===== config.mk =====
export PLATFORM = sky130hd
export DESIGN_NAME = ysyx_22041461_ifu
export DESIGN_NICKNAME = d
export VERILOG_FILES = /design/src/rtl/ysyx_22041461_pkg.sv /design/src/rtl/ysyx_22041461_pc_reg.sv /design/src/rtl/ysyx_22041461_ifu.sv
export SDC_FILE = /design/constraint.sdc
export NUM_CORES = 1
export LEC_CHECK = 0
export BUFFER_PORTS_ARGS = -buffer_cell sky130_fd_sc_hd__buf_4
export CAP_MARGIN = 5
export CORE_ASPECT_RATIO = 0.75
export CORE_MARGIN = 2
export CORE_UTILIZATION = 53
export CTS_CLUSTER_DIAMETER = 40
export DETAILED_ROUTE_END_ITERATION = 10
export GPL_TIMING_DRIVEN = 0
export PLACE_DENSITY = 0.84
export SYNTH_ARGS = -nofsm -noshare
export SYNTH_HDL_FRONTEND = slang
export SYNTH_SLANG_ARGS = --single-unit
export TNS_END_PERCENT = 1

===== constraint.sdc =====
create_clock -name clk -period 6.5 [get_ports clk]
set_clock_uncertainty 0.2 [all_clocks]
set_input_delay 0.65 -clock clk [delete_from_list [all_inputs] [get_ports clk]]
set_output_delay 0.65 -clock clk [all_outputs]
set_load 0.01 [all_outputs]

===== src/rtl/ysyx_22041461_pkg.sv =====
// Shared fetch-side types and constants for the ysyx_22041461 core.
// Control unit and execute import these alongside the IFU.
package ysyx_22041461_pkg;

  localparam int XLEN = 64;
  localparam int ILEN = 32;

  localparam logic [XLEN-1:0] RESET_PC_DEFAULT = 64'h8000_0000;
  localparam logic [ILEN-1:0] INST_NOP         = 32'h0000_0013;

  typedef enum logic [2:0] {
    S_RESET,
    S_REQ,
    S_WAIT,
    S_OUT,
    S_HALT
  } ifu_state_t;

endpackage


===== src/rtl/ysyx_22041461_pc_reg.sv =====
// Program counter, pending redirect target, drop flag and next-PC selection.
// Flags a misaligned target at the point it would be committed to the PC.
module ysyx_22041461_pc_reg
  import ysyx_22041461_pkg::*;
#(
  parameter logic [XLEN-1:0] RESET_PC = RESET_PC_DEFAULT
) (
  input  logic            clk,
  input  logic            rst_n,
  input  logic            load_reset,
  input  logic            step,
  input  logic            arm,
  input  logic            commit,
  input  logic            redirect_valid,
  input  logic [XLEN-1:0] redirect_pc,
  output logic [XLEN-1:0] pc,
  output logic [XLEN-1:0] snpc,
  output logic            drop,
  output logic            commit_misalign
);

  logic [XLEN-1:0] pc_q;
  logic [XLEN-1:0] pending_q;
  logic            drop_q;
  logic [XLEN-1:0] commit_pc;
  logic [XLEN-1:0] pc_next;

  // A redirect arriving in the commit cycle is newer than anything pending.
  assign commit_pc       = redirect_valid ? redirect_pc : pending_q;
  assign commit_misalign = |commit_pc[1:0];

  always_comb begin
    pc_next = pc_q;
    if (load_reset) begin
      pc_next = RESET_PC;
    end else if (commit) begin
      pc_next = commit_pc;
    end else if (step) begin
      pc_next = pc_q + 64'd4;
    end
  end

  always_ff @(posedge clk or negedge rst_n) begin
    if (!rst_n) begin
      pc_q      <= RESET_PC;
      pending_q <= '0;
      drop_q    <= 1'b0;
    end else begin
      pc_q <= pc_next;
      if (arm) begin
        pending_q <= redirect_pc;
        drop_q    <= 1'b1;
      end else if (commit) begin
        drop_q <= 1'b0;
      end
    end
  end

  assign pc   = pc_q;
  assign snpc = pc_q + 64'd4;
  assign drop = drop_q;

endmodule


===== src/rtl/ysyx_22041461_ifu.sv =====
// Instruction fetch unit: one doubleword read per instruction, word select by pc[2],
// valid/ready hand-off to decode, and redirect handling from execute.
module ysyx_22041461_ifu
  import ysyx_22041461_pkg::*;
#(
  parameter logic [XLEN-1:0] RESET_PC = RESET_PC_DEFAULT
) (
  input  logic            clk,
  input  logic            rst_n,
  output logic            mem_req_valid,
  input  logic            mem_req_ready,
  output logic [XLEN-1:0] mem_req_addr,
  input  logic            mem_rsp_valid,
  input  logic [XLEN-1:0] mem_rsp_data,
  output logic            inst_valid,
  input  logic            inst_ready,
  output logic [ILEN-1:0] inst,
  output logic [XLEN-1:0] pc,
  output logic [XLEN-1:0] snpc,
  input  logic            redirect_valid,
  input  logic [XLEN-1:0] redirect_pc,
  output logic            fetch_misalign
);

  // state | meaning
  // RESET | out of reset, PC loaded with RESET_PC
  // REQ   | request for {pc[63:3],3'b0} held until accepted
  // WAIT  | request accepted, waiting for read data
  // OUT   | instruction presented to decode
  // HALT  | misaligned target committed, fetch stopped until reset

  ifu_state_t      state;
  logic [ILEN-1:0] inst_r;
  logic            misalign_r;

  logic            drop;
  logic            commit_misalign;
  logic            rsp_take;
  logic            discard;
  logic            arm;
  logic            commit;
  logic            step;
  logic            load_reset;

  assign rsp_take   = (state == S_WAIT) && mem_rsp_valid;
  assign discard    = rsp_take && (drop || redirect_valid);
  assign arm        = redirect_valid &&
                      ((state == S_REQ) || ((state == S_WAIT) && !mem_rsp_valid));
  assign commit     = discard || ((state == S_OUT) && redirect_valid);
  assign step       = (state == S_OUT) && inst_ready && !redirect_valid;
  assign load_reset = (state == S_RESET);

  ysyx_22041461_pc_reg #(
    .RESET_PC (RESET_PC)
  ) u_pc_reg (
    .clk             (clk),
    .rst_n           (rst_n),
    .load_reset      (load_reset),
    .step            (step),
    .arm             (arm),
    .commit          (commit),
    .redirect_valid  (redirect_valid),
    .redirect_pc     (redirect_pc),
    .pc              (pc),
    .snpc            (snpc),
    .drop            (drop),
    .commit_misalign (commit_misalign)
  );

  always_ff @(posedge clk or negedge rst_n) begin
    if (!rst_n) begin
      state      <= S_RESET;
      inst_r     <= INST_NOP;
      misalign_r <= 1'b0;
    end else begin
      if (rsp_take) begin
        inst_r <= pc[2] ? mem_rsp_data[63:32] : mem_rsp_data[31:0];
      end
      if (commit && commit_misalign) begin
        misalign_r <= 1'b1;
      end
      case (state)
        S_RESET: state <= S_REQ;
        S_REQ: begin
          if (mem_req_ready) state <= S_WAIT;
        end
        S_WAIT: begin
          if (mem_rsp_valid) begin
            if (discard) state <= commit_misalign ? S_HALT : S_REQ;
            else         state <= S_OUT;
          end
        end
        S_OUT: begin
          // Redirect wins over the pc+4 step even when decode takes the instruction.
          if (redirect_valid)  state <= commit_misalign ? S_HALT : S_REQ;
          else if (inst_ready) state <= S_REQ;
        end
        S_HALT:  state <= S_HALT;
        default: state <= S_RESET;
      endcase
    end
  end

  assign mem_req_valid  = (state == S_REQ);
  assign mem_req_addr   = {pc[XLEN-1:3], 3'b000};
  assign inst_valid     = (state == S_OUT);
  assign inst           = inst_r;
  assign fetch_misalign = misalign_r;

endmodule

==> results of run 1 <==
==> registers in the layout (all words and copies together), names as in the netlist <==
name                flops
u_pc_reg.pc            64
u_pc_reg.drop           1
u_pc_reg.pending_q     64
state                   3
fetch_misalign          1
inst                   32
==> cell families after synthesis <==
logic type	after synthesis	synth area share, %
compound gates	176	11.1
xor+xnor	60	5.02
buf+inv	167	8.89
flops	165	39.5
mux	165	16.6
other cells	1	0.0358
fa+ha+maj	1	0.119
simple gates	361	18.8
==> Yosys cell counts (10+ instances only) <==
| cell | number | area, um^2 |
|---|---|---|
| dfrtp_1 | 161 | 4030 |
| mux2i_1 | 92 | 921 |
| nor2_1 | 89 | 334 |
| mux2_2 | 73 | 822 |
| buf_4 | 68 | 510 |
| nand2_1 | 66 | 248 |
| a21oi_1 | 60 | 300 |
| nand3_1 | 47 | 235 |
| clkbuf_1 | 46 | 173 |
| nand4_1 | 39 | 244 |
| xnor2_1 | 36 | 315 |
| buf_2 | 33 | 165 |
| o21ai_0 | 27 | 135 |
| xor2_1 | 24 | 210 |
| and3_1 | 20 | 125 |
| o211ai_1 | 15 | 113 |
| and4_1 | 14 | 123 |
| nor4_1 | 13 | 81.3 |
| nor3_1 | 12 | 60.1 |
| or4_1 | 12 | 90.1 |
| a21o_1 | 11 | 82.6 |
| inv_1 | 10 | 37.5 |
==> power groups by stage <==
stage               logic, uW  registers, uW  clock network [uW]
floorplan                1890           2050                   0
global placement         3540           2060                   0
detailed placement       3620           2090                   0
CTS                      3650           2080                1040
global route             3890           2160                1090
finish                   3680           2100                1050
==> worst max-delay path by stage <==
stage / from / end / slack [ns] / cells after the start
2_1_floorplan: u_pc_reg.pc[31] / snpc[54] / 3.58 / 7
3_3_place_gp: u_pc_reg.pc[31] / snpc[54] / 2.72 / 8
3_5_place_dp: u_pc_reg.pc[31] / snpc[54] / 2.72 / 8
4_1_cts: u_pc_reg.pc[31] / snpc[54] / 2.26 / 8
5_1_grt: u_pc_reg.pc[31] / snpc[54] / 2.08 / 8
6_report: u_pc_reg.pc[31] / snpc[54] / 2.14 / 8
==> per-layer routing <==
layer | vias up | share of wire (%) | GRT usage (%) | wire (um)
li1 | 4681 | - | - | -
met1 | 5277 | 41 | 53.6 | 17000
met2 | 720 | 45 | 59.0 | 18500
met3 | 95 | 11 | 8.27 | 4550
met4 | 0 | 3.2 | 13.7 | 1300
met5 | - | 0 | 0 | 0
==> area by class of cell <==
| cell class | instances | area, um^2 |
|---|---|---|
| Tap cell | 253 | 317 |
| Sequential cell | 165 | 4130 |
| Multi-Input combinational cell | 766 | 5420 |
| Inverter | 10 | 37.5 |
| Timing Repair Buffer | 359 | 2730 |
| Clock buffer | 18 | 429 |
| Buffer | 157 | 893 |
| Fill cell | 1478 | 5260 |
| Clock inverter | 14 | 165 |
==> per-stage QoR <==
stage / power (uW) / area, um^2 / hold slack (ns) / setup WS, ns
after floorplan: 3940 / 10500 / 0.154 / 3.58
after global placement: 5600 / 13500 / 0.278 / 2.72
after detailed placement: 5720 / 13500 / 0.262 / 2.72
after CTS: 6770 / 14100 / 0.235 / 2.26
after global routing: 7130 / 14100 / 0.242 / 2.08
final: 6830 / 14100 / 0.235 / 2.14
==> cell usage in the layout, fill, tap and decap left out, types with 7 or more instances in the layout <==
master / n
nand2_1: 66
o21ai_0: 27
and3_1: 20
nand3_1: 47
or3_1: 7
nor2_1: 89
a31oi_1: 9
xor2_1: 24
or4_1: 12
o311ai_1: 8
and4_1: 14
xnor2_1: 36
buf_2: 33
dfrtp_1: 161
o211ai_1: 15
buf_4: 424
mux2_2: 73
a21o_1: 11
buf_1: 9
mux2i_1: 92
inv_1: 10
nand4_1: 39
nor4_1: 13
a211oi_1: 8
a21oi_1: 60
clkbuf_16: 17
o32a_1: 7
and2_1: 8
nor3_1: 12
clkbuf_1: 47
==> timing repair <==
item	4_1_cts	5_1_grt
buffers inserted	0	0
endpoints found under the hold margin	60	0
hold buffers	1	0
resized for setup	0	0
==> out/results.ini, run 1 <==
[run_status]
status=completed

[setup_path]
rr_startpoint=state[0]
crit_buf_inv=3
path_class=reg -> out
start_kind=flip-flop
crit_slowest_cell=nor4_2
slowest_delay_ns=0.97
rrSetupSlack_ns=2.85
path_cells=buf_2 -> and3_1 -> buf_2 -> nand3_1 -> nor4_2 -> nand3_1 -> xnor2_1 -> buf_4
endpoint_kind=output pin
cp_data_arrival_time_ns=3.51
critPathMaxFanout=8
regToRegEndpoint=u_pc_reg.pc[16]
cp.required_ns=5.65
cp_top_family=simple AND/OR/NAND/NOR gates
r2r_cells=7

[clocking]
cts_buffer_depth=2
cts_root_buf=clkbuf_16
clk_latency_ns=0.45
cts_tree=built
cts_made_buffers=17
cts.clk_slew.worst_paths_ns=0.08
clock-sinks=165
cts_htree_levels=4

[synth]
ys_warn_count=0
synthCells=1096
async_flop_share_pct=100
ys_ff_latch=165
synth_seq_area_share_pct=39.5
synth.distinct_cells=64
synthFlopType=dfrtp_1
synth_edf_count=0
syn_area_um2=10500
avgSynthCellArea_um2=9.56

[timing]
setup_viol=0
tightestPinTransition_ns=1.21
finalCriticalPeriod_ns=4.36
hold_violations=0
drv_slew=0
rsz0062_at_grt=false
period_share_pct=67.0
fmax_ghz=0.229
tns_ns=0
slew_headroom_pct=19.5

[placement]
dp.cells=1709
port-buffer-count=357
gp_congestion=0.935
dp_hpwl_um=31000

[die]
core_area_um2=19400
die_area_um2=20900
start_util_pct=54.1
io_pins=361
rows=44
fp.dieH_um=126
fp.dieW_um=166

[final_layout]
final_nets=1611
finish.utilization_pct=72.9
final_layout_size_suffix_gt1_share_pct=39.5
area_delta_synth_final_pct=34.8
antenna_cells=0
final_cells=1742

[power_and_ir_drop]
power_frac_seq_pct=30.8
peakVddDrop_uv=263
p_int_uw=3910
p_clk_share_pct=15.3
power_switching_uw=2930
switching_share_pct=42.8
cellPowerDensity_nw_per_um2=484
leakage_uw=0.00681
combPwrFrac_pct=53.9

[hold_path]
min_path_type=in -> reg
hold_path.startpoint=redirect_pc[60]
worstHoldEndpoint=u_pc_reg.pending_q[60]
holdPathStages=2

[drt]
drt_iter0_markers=1308
antenna_left=0
drt-vias-per-instance=6.18
dr_total_vias=10773
drc=0
firstDrtPassIters=5
wl_um=41300
wl_per_cell_um=23.7

[global_routing]
grt_usage_pct=38.3
grt_pass1_wl_um=61100
grt_pass1_vias=10199
grt-ovfl-total=0
grt_max_degree=105
antenna_found_initial=0

[run]
maxCapViolations=0

Power figures use the tool's default switching activity.
==> inputs of run 2 (changes only) <==
--- a/config.mk
+++ b/config.mk
@@ -9,11 +9,11 @@
 export CAP_MARGIN = 5
 export CORE_ASPECT_RATIO = 0.75
 export CORE_MARGIN = 2
-export CORE_UTILIZATION = 53
+export CORE_UTILIZATION = 46
 export CTS_CLUSTER_DIAMETER = 40
 export DETAILED_ROUTE_END_ITERATION = 10
 export GPL_TIMING_DRIVEN = 0
-export PLACE_DENSITY = 0.84
+export PLACE_DENSITY = 0.77
 export SYNTH_ARGS = -nofsm -noshare
 export SYNTH_HDL_FRONTEND = slang
 export SYNTH_SLANG_ARGS = --single-unit
==> constraint.sdc (replaced) <==
create_clock -name clk -period 3.6 [get_ports clk]
set_clock_uncertainty 0.2 [all_clocks]
set_input_delay 0.36 -clock clk [delete_from_list [all_inputs] [get_ports clk]]
set_output_delay 0.36 -clock clk [all_outputs]
set_load 0.01 [all_outputs]
==> out/results.ini, run 2 (synthesis gave the netlist of run 1 again) <==
[power_and_ir_drop]
p_clk_share_pct=15.4
p_int_uw=7120
power_switching_uw=5300
cellPowerDensity_nw_per_um2=832
peakVddDrop_uv=489
leakage_uw=0.00717
combPwrFrac_pct=54.0
power_frac_seq_pct=30.6
switching_share_pct=42.7

[drt]
antenna_left=0
drt-vias-per-instance=5.91
drc=0
drt_iter0_markers=1117
wl_um=42100
wl_per_cell_um=22.7
firstDrtPassIters=7
dr_total_vias=10950

[global_routing]
antenna_found_initial=2
grt_max_degree=100
grt_pass1_wl_um=61900
grt_pass1_vias=10406
grt-ovfl-total=0
grt_usage_pct=34.5

[die]
core_area_um2=22200
start_util_pct=47.1
die_area_um2=24000
fp.dieW_um=178
io_pins=361
fp.dieH_um=135
rows=47

[setup_path]
cp_data_arrival_time_ns=3.00
cp.required_ns=3.04
path_class=reg -> out
critPathMaxFanout=8
start_kind=flip-flop
endpoint_kind=output pin

[timing]
whs_ns=0.0158
tightestPinTransition_ns=1.15
fmax_ghz=0.281
hold_violations=0
slew_headroom_pct=23.6
finalCriticalPeriod_ns=3.56
drv_slew=0
setup_viol=0
period_share_pct=98.8
rsz0062_at_grt=true

[final_layout]
regArea_um2=4140
final_layout_size_suffix_gt1_share_pct=38.7
finish.utilization_pct=67.1
final_common_cell=buf_4
layout_common_cells=430 x buf_4, 160 x dfrtp_1, 92 x mux2i_1, 88 x nor2_1, 73 x mux2_2
num-fill-cells=1816
final_cells=1854
area_delta_synth_final_pct=42.5
multi_input_comb_area_um2=5480
final_nets=1681

[clocking]
clock-sinks=165
cts_made_buffers=17
cts_tree=built
cts_htree_levels=4
cts.clk_slew.worst_paths_ns=0.07
cts_buffer_depth=2
clk_latency_ns=0.45
cts_root_buf=clkbuf_16

[placement]
port-buffer-count=357
dp.cells=1750
gp_congestion=1.00
dp_hpwl_um=30800

[hold_path]
min_path_type=in -> reg

[run_status]
status=completed

[run]
maxCapViolations=0

-- run 2: cell count changes in the layout (fill, tap and decap cells not counted), moves of 2 or more --
| cell | change |
|---|---|
| nor3_1 | -2 |
| buf_4 | +6 |
| nor4_1 | -2 |
| nor4_4 | +2 |
| clkinvlp_4 | -2 |
| dlygate4sd3_1 | +64 |
| inv_6 | +2 |
-- run 2: power by group through the flow --
stage	Clock (uW)	Combinational (uW)	Sequential [uW]
floorplan	0	3410	3700
global placement	0	6420	3730
detailed placement	0	6550	3780
CTS	1910	6640	3750
global route	1990	7130	3900
finish	1910	6710	3800
-- run 2: critical path, stage by stage, from the launching register on --
cell and delay [ns]:
dfstp_2 0.58, buf_2 0.21, and3_1 0.16, buf_2 0.20
nand3_2 0.28, nor4_4 0.55, nand3_1 0.17, xnor2_1 0.23
buf_4 0.16
-- run 2: final timing paths --
kind	from	end	slack [ns]	cells past startpoint
max reg2reg	state[0]	u_pc_reg.pc[24]	0.05	8
min in group asynchronous	rst_n	u_pc_reg.pending_q[18]	0.24	2
min	mem_req_ready	state[0]	0.02	4
min reg2reg	fetch_misalign	fetch_misalign	0.28	1
max	u_pc_reg.pc[31]	snpc[54]	0.04	8
max in group asynchronous	rst_n	u_pc_reg.pc[53]	2.05	3
-- run 2: area by class of cell --
cell class	count	area share, %
clock inverters	14	1.07
plain buffers	157	5.99
flip-flops and latches	165	27.7
multi-input cells	766	36.7
diodes	1	0.0168
repair buffers	429	22.9
inverters	10	0.252
clock buffers	18	2.94
well taps	294	2.46
-- run 2: stage by stage --
stage / cell area [um^2] / setup slack, ns / TNS [ns] / power, uW
after CTS: 14800 / 0.0364 / 0 / 12300
after floorplan: 10500 / 0.967 / 0 / 7110
after global placement: 13500 / 0.0531 / 0 / 10100
after detailed placement: 13600 / 0.104 / 0 / 10300
final: 14900 / 0.0447 / 0 / 12400
after global routing: 14900 / -0.00946 / -0.00946 / 13000
-- run 2: repair_timing --
action | 4_1_cts | 5_1_grt
hold buffers | 65 | 0
pin swaps | 2 | 3
setup endpoints to repair | 5 | 14
setup buffers | 0 | 6
hold endpoints to repair | 130 | 0
gates resized for setup | 5 | 7
-- run 2: per-layer routing --
| metal | wire (um) | GRT usage, % |
|---|---|---|
| met1 | 17800 | 48.5 |
| met2 | 19200 | 53.6 |
| met3 | 4250 | 8.08 |
| met4 | 935 | 9.39 |
| met5 | 0 | 0 |
==> inputs of run 3 (changes only) <==
--- a/config.mk
+++ b/config.mk
@@ -5,15 +5,16 @@
 export SDC_FILE = /design/constraint.sdc
 export NUM_CORES = 1
 export LEC_CHECK = 0
+export ABC_AREA = 1
 export BUFFER_PORTS_ARGS = -buffer_cell sky130_fd_sc_hd__buf_4
 export CAP_MARGIN = 5
 export CORE_ASPECT_RATIO = 0.75
 export CORE_MARGIN = 2
-export CORE_UTILIZATION = 46
+export CORE_UTILIZATION = 47
 export CTS_CLUSTER_DIAMETER = 40
 export DETAILED_ROUTE_END_ITERATION = 10
 export GPL_TIMING_DRIVEN = 0
-export PLACE_DENSITY = 0.77
+export PLACE_DENSITY = 0.78
 export SYNTH_ARGS = -nofsm -noshare
 export SYNTH_HDL_FRONTEND = slang
 export SYNTH_SLANG_ARGS = --single-unit
==> out/results.ini, run 3 <==
[synth]
async_flop_share_pct=100
syn_area_um2=10700
avgSynthCellArea_um2=6.86
synth_seq_area_share_pct=38.7
synthCells=1559
ys_warn_count=0
synth_area_leader_cell=dfrtp_1
synth_common_cells=615 x nand2_1, 170 x nor2_1, 161 x dfrtp_1, 131 x inv_1, 97 x nand3_1
synth.distinct_cells=39
yosys-top-cells-area=dfrtp_1 38%, nand2_1 22%, nor2_1 6.0%
synth_top_area_share_pct=37.7
synthFlopType=dfrtp_1
synth_edf_count=0
synth_most_common_cell=nand2_1
ys_ff_latch=165

[clocking]
cts_htree_levels=4
cts_root_buf=clkbuf_16
clk_latency_ns=0.45
cts_resized=0
cts.clk_slew.worst_paths_ns=0.07
cts_tree=built
ctsHoldBuffers=110
clock-sinks=165
cts_made_buffers=17
post_cts.repair.setup_buffers=0
cts_buffer_depth=2

[global_routing]
grt_pass1_wl_um=67100
grt_pass1_vias=11866
grt-ovfl-total=0
antenna_found_initial=1
grt_max_degree=112
grt_usage_pct=37.5

[die]
io_pins=361
core_area_um2=22200
die_area_um2=24000
fp.dieW_um=178
start_util_pct=48.2
fp.dieH_um=135
rows=47

[timing]
setup_viol=0
slew_headroom_pct=50.8
fmax_ghz=0.295
tns_ns=0
period_share_pct=94.1
rsz0062_at_grt=false
drv_slew=0
finalCriticalPeriod_ns=3.39
hold_violations=1
whs_ns=-0.00242
tightestPinTransition_ns=0.738

[power_and_ir_drop]
p_int_uw=7360
peakVddDrop_uv=429
power_switching_uw=5930
combPwrFrac_pct=55.7
p_total_uw=13300
leakage_uw=0.00810
switching_share_pct=44.6
cellPowerDensity_nw_per_um2=857
p_clk_share_pct=14.7
power_frac_seq_pct=29.6

[run]
maxCapViolations=0

[drt]
antenna_left=0
drc=0
drt-vias-per-instance=5.30
dr_total_vias=12494
firstDrtPassIters=5
wl_um=45100
drt_iter0_markers=1442
wl_per_cell_um=19.1

[setup_path]
cp_data_arrival_time_ns=2.83
path_class=reg -> out
cp.required_ns=3.04
endpoint_kind=output pin
start_kind=flip-flop
critPathMaxFanout=8

[final_layout]
final_common_cell=nand2_1
finish.utilization_pct=70.0
final_nets=2185
final_layout_size_suffix_gt1_share_pct=27.5
layout_common_cells=615 x nand2_1, 426 x buf_4, 170 x nor2_1, 161 x dfrtp_1, 131 x inv_1
area_delta_synth_final_pct=45.2

[placement]
port-buffer-count=357
gp_congestion=1.00
dp_hpwl_um=33900

[run_status]
status=finished, violations left
violations=hold timing

[hold_path]
min_path_type=in -> reg

## run 3: cell types whose count changed in the layout (fill, tap and decap cells not counted), sizes merged, moves of 57 or more
cell	previous run	this run
a21oi	60	3
inv	18	144
mux2i	92	4
nand2	68	624
nor2	89	179
## run 3: routing by layer
layer,track usage [%],wire length [um],vias to the layer above
li1,-,-,5806
met1,48.4,17200,5773
met2,60.7,20800,791
met3,8.59,5050,124
met4,15.9,2100,0
met5,0,0,-
## run 3: power groups by stage
stage                     clock network (uW)  logic, uW  registers [uW]
after global routing                    2030       7970            4030
after global placement                     0       6780            3850
after CTS                               1940       7260            3880
after detailed placement                   0       6900            3910
after floorplan                            0       3520            3770
final                                   1950       7410            3940
## run 3: through the flow
step / cell area (um^2) / instances / setup WS, ns
2_1_floorplan: 10700 / 1561 / 1.44
3_3_place_gp: 13700 / 2212 / 0.798
3_5_place_dp: 13800 / 2213 / 0.783
4_1_cts: 15500 / 2355 / 0.309
5_1_grt: 15500 / 2357 / 0.104
6_report: 15500 / 2359 / 0.211
## run 3: final timing paths
kind	from	end	slack, ns	depth (start not counted)
min	redirect_pc[9]	u_pc_reg.pending_q[9]	-0.002	3
max in group asynchronous	rst_n	u_pc_reg.pc[39]	2.06	3
min in group asynchronous	rst_n	u_pc_reg.pc[57]	0.22	2
max	u_pc_reg.pc[2]	snpc[59]	0.21	9
max reg2reg	u_pc_reg.pc[2]	inst[25]	0.86	6
min reg2reg	fetch_misalign	fetch_misalign	0.27	2
## run 3: worst max-delay path, cell delays in order (launching register included)
cell	delay, ns
dfrtp_1	0.40
buf_2	0.32
inv_2	0.23
nor2_2	0.29
nand2_2	0.18
nor2_1	0.15
nand2_1	0.26
o21ai_0	0.30
nand2_1	0.10
buf_4	0.15
## run 3: cell type report
class	instances	area, um^2
buffer	127	807
multi-input combinational	1124	5210
fill	1802	6650
clock inverter	14	178
timing repair buffer	470	3840
tap	294	368
inverter	145	544
clock buffer	18	439
antenna	2	5.00
sequential	165	4130
## run 3: logic make-up (layout without fill, tap and decap cells)
logic type	after synthesis	in the layout	synth area share [%]
DFF	165	165	38.7
adders and majority gates	1	1	0.117
AOI/OAI and AO/OA	131	131	6.87
muxes	50	50	5.22
xor gates and xnor gates	25	25	2.12
and+or+nand+nor	914	914	34.3
other	1	5	0.0351
buffers and inverters	272	774	12.6
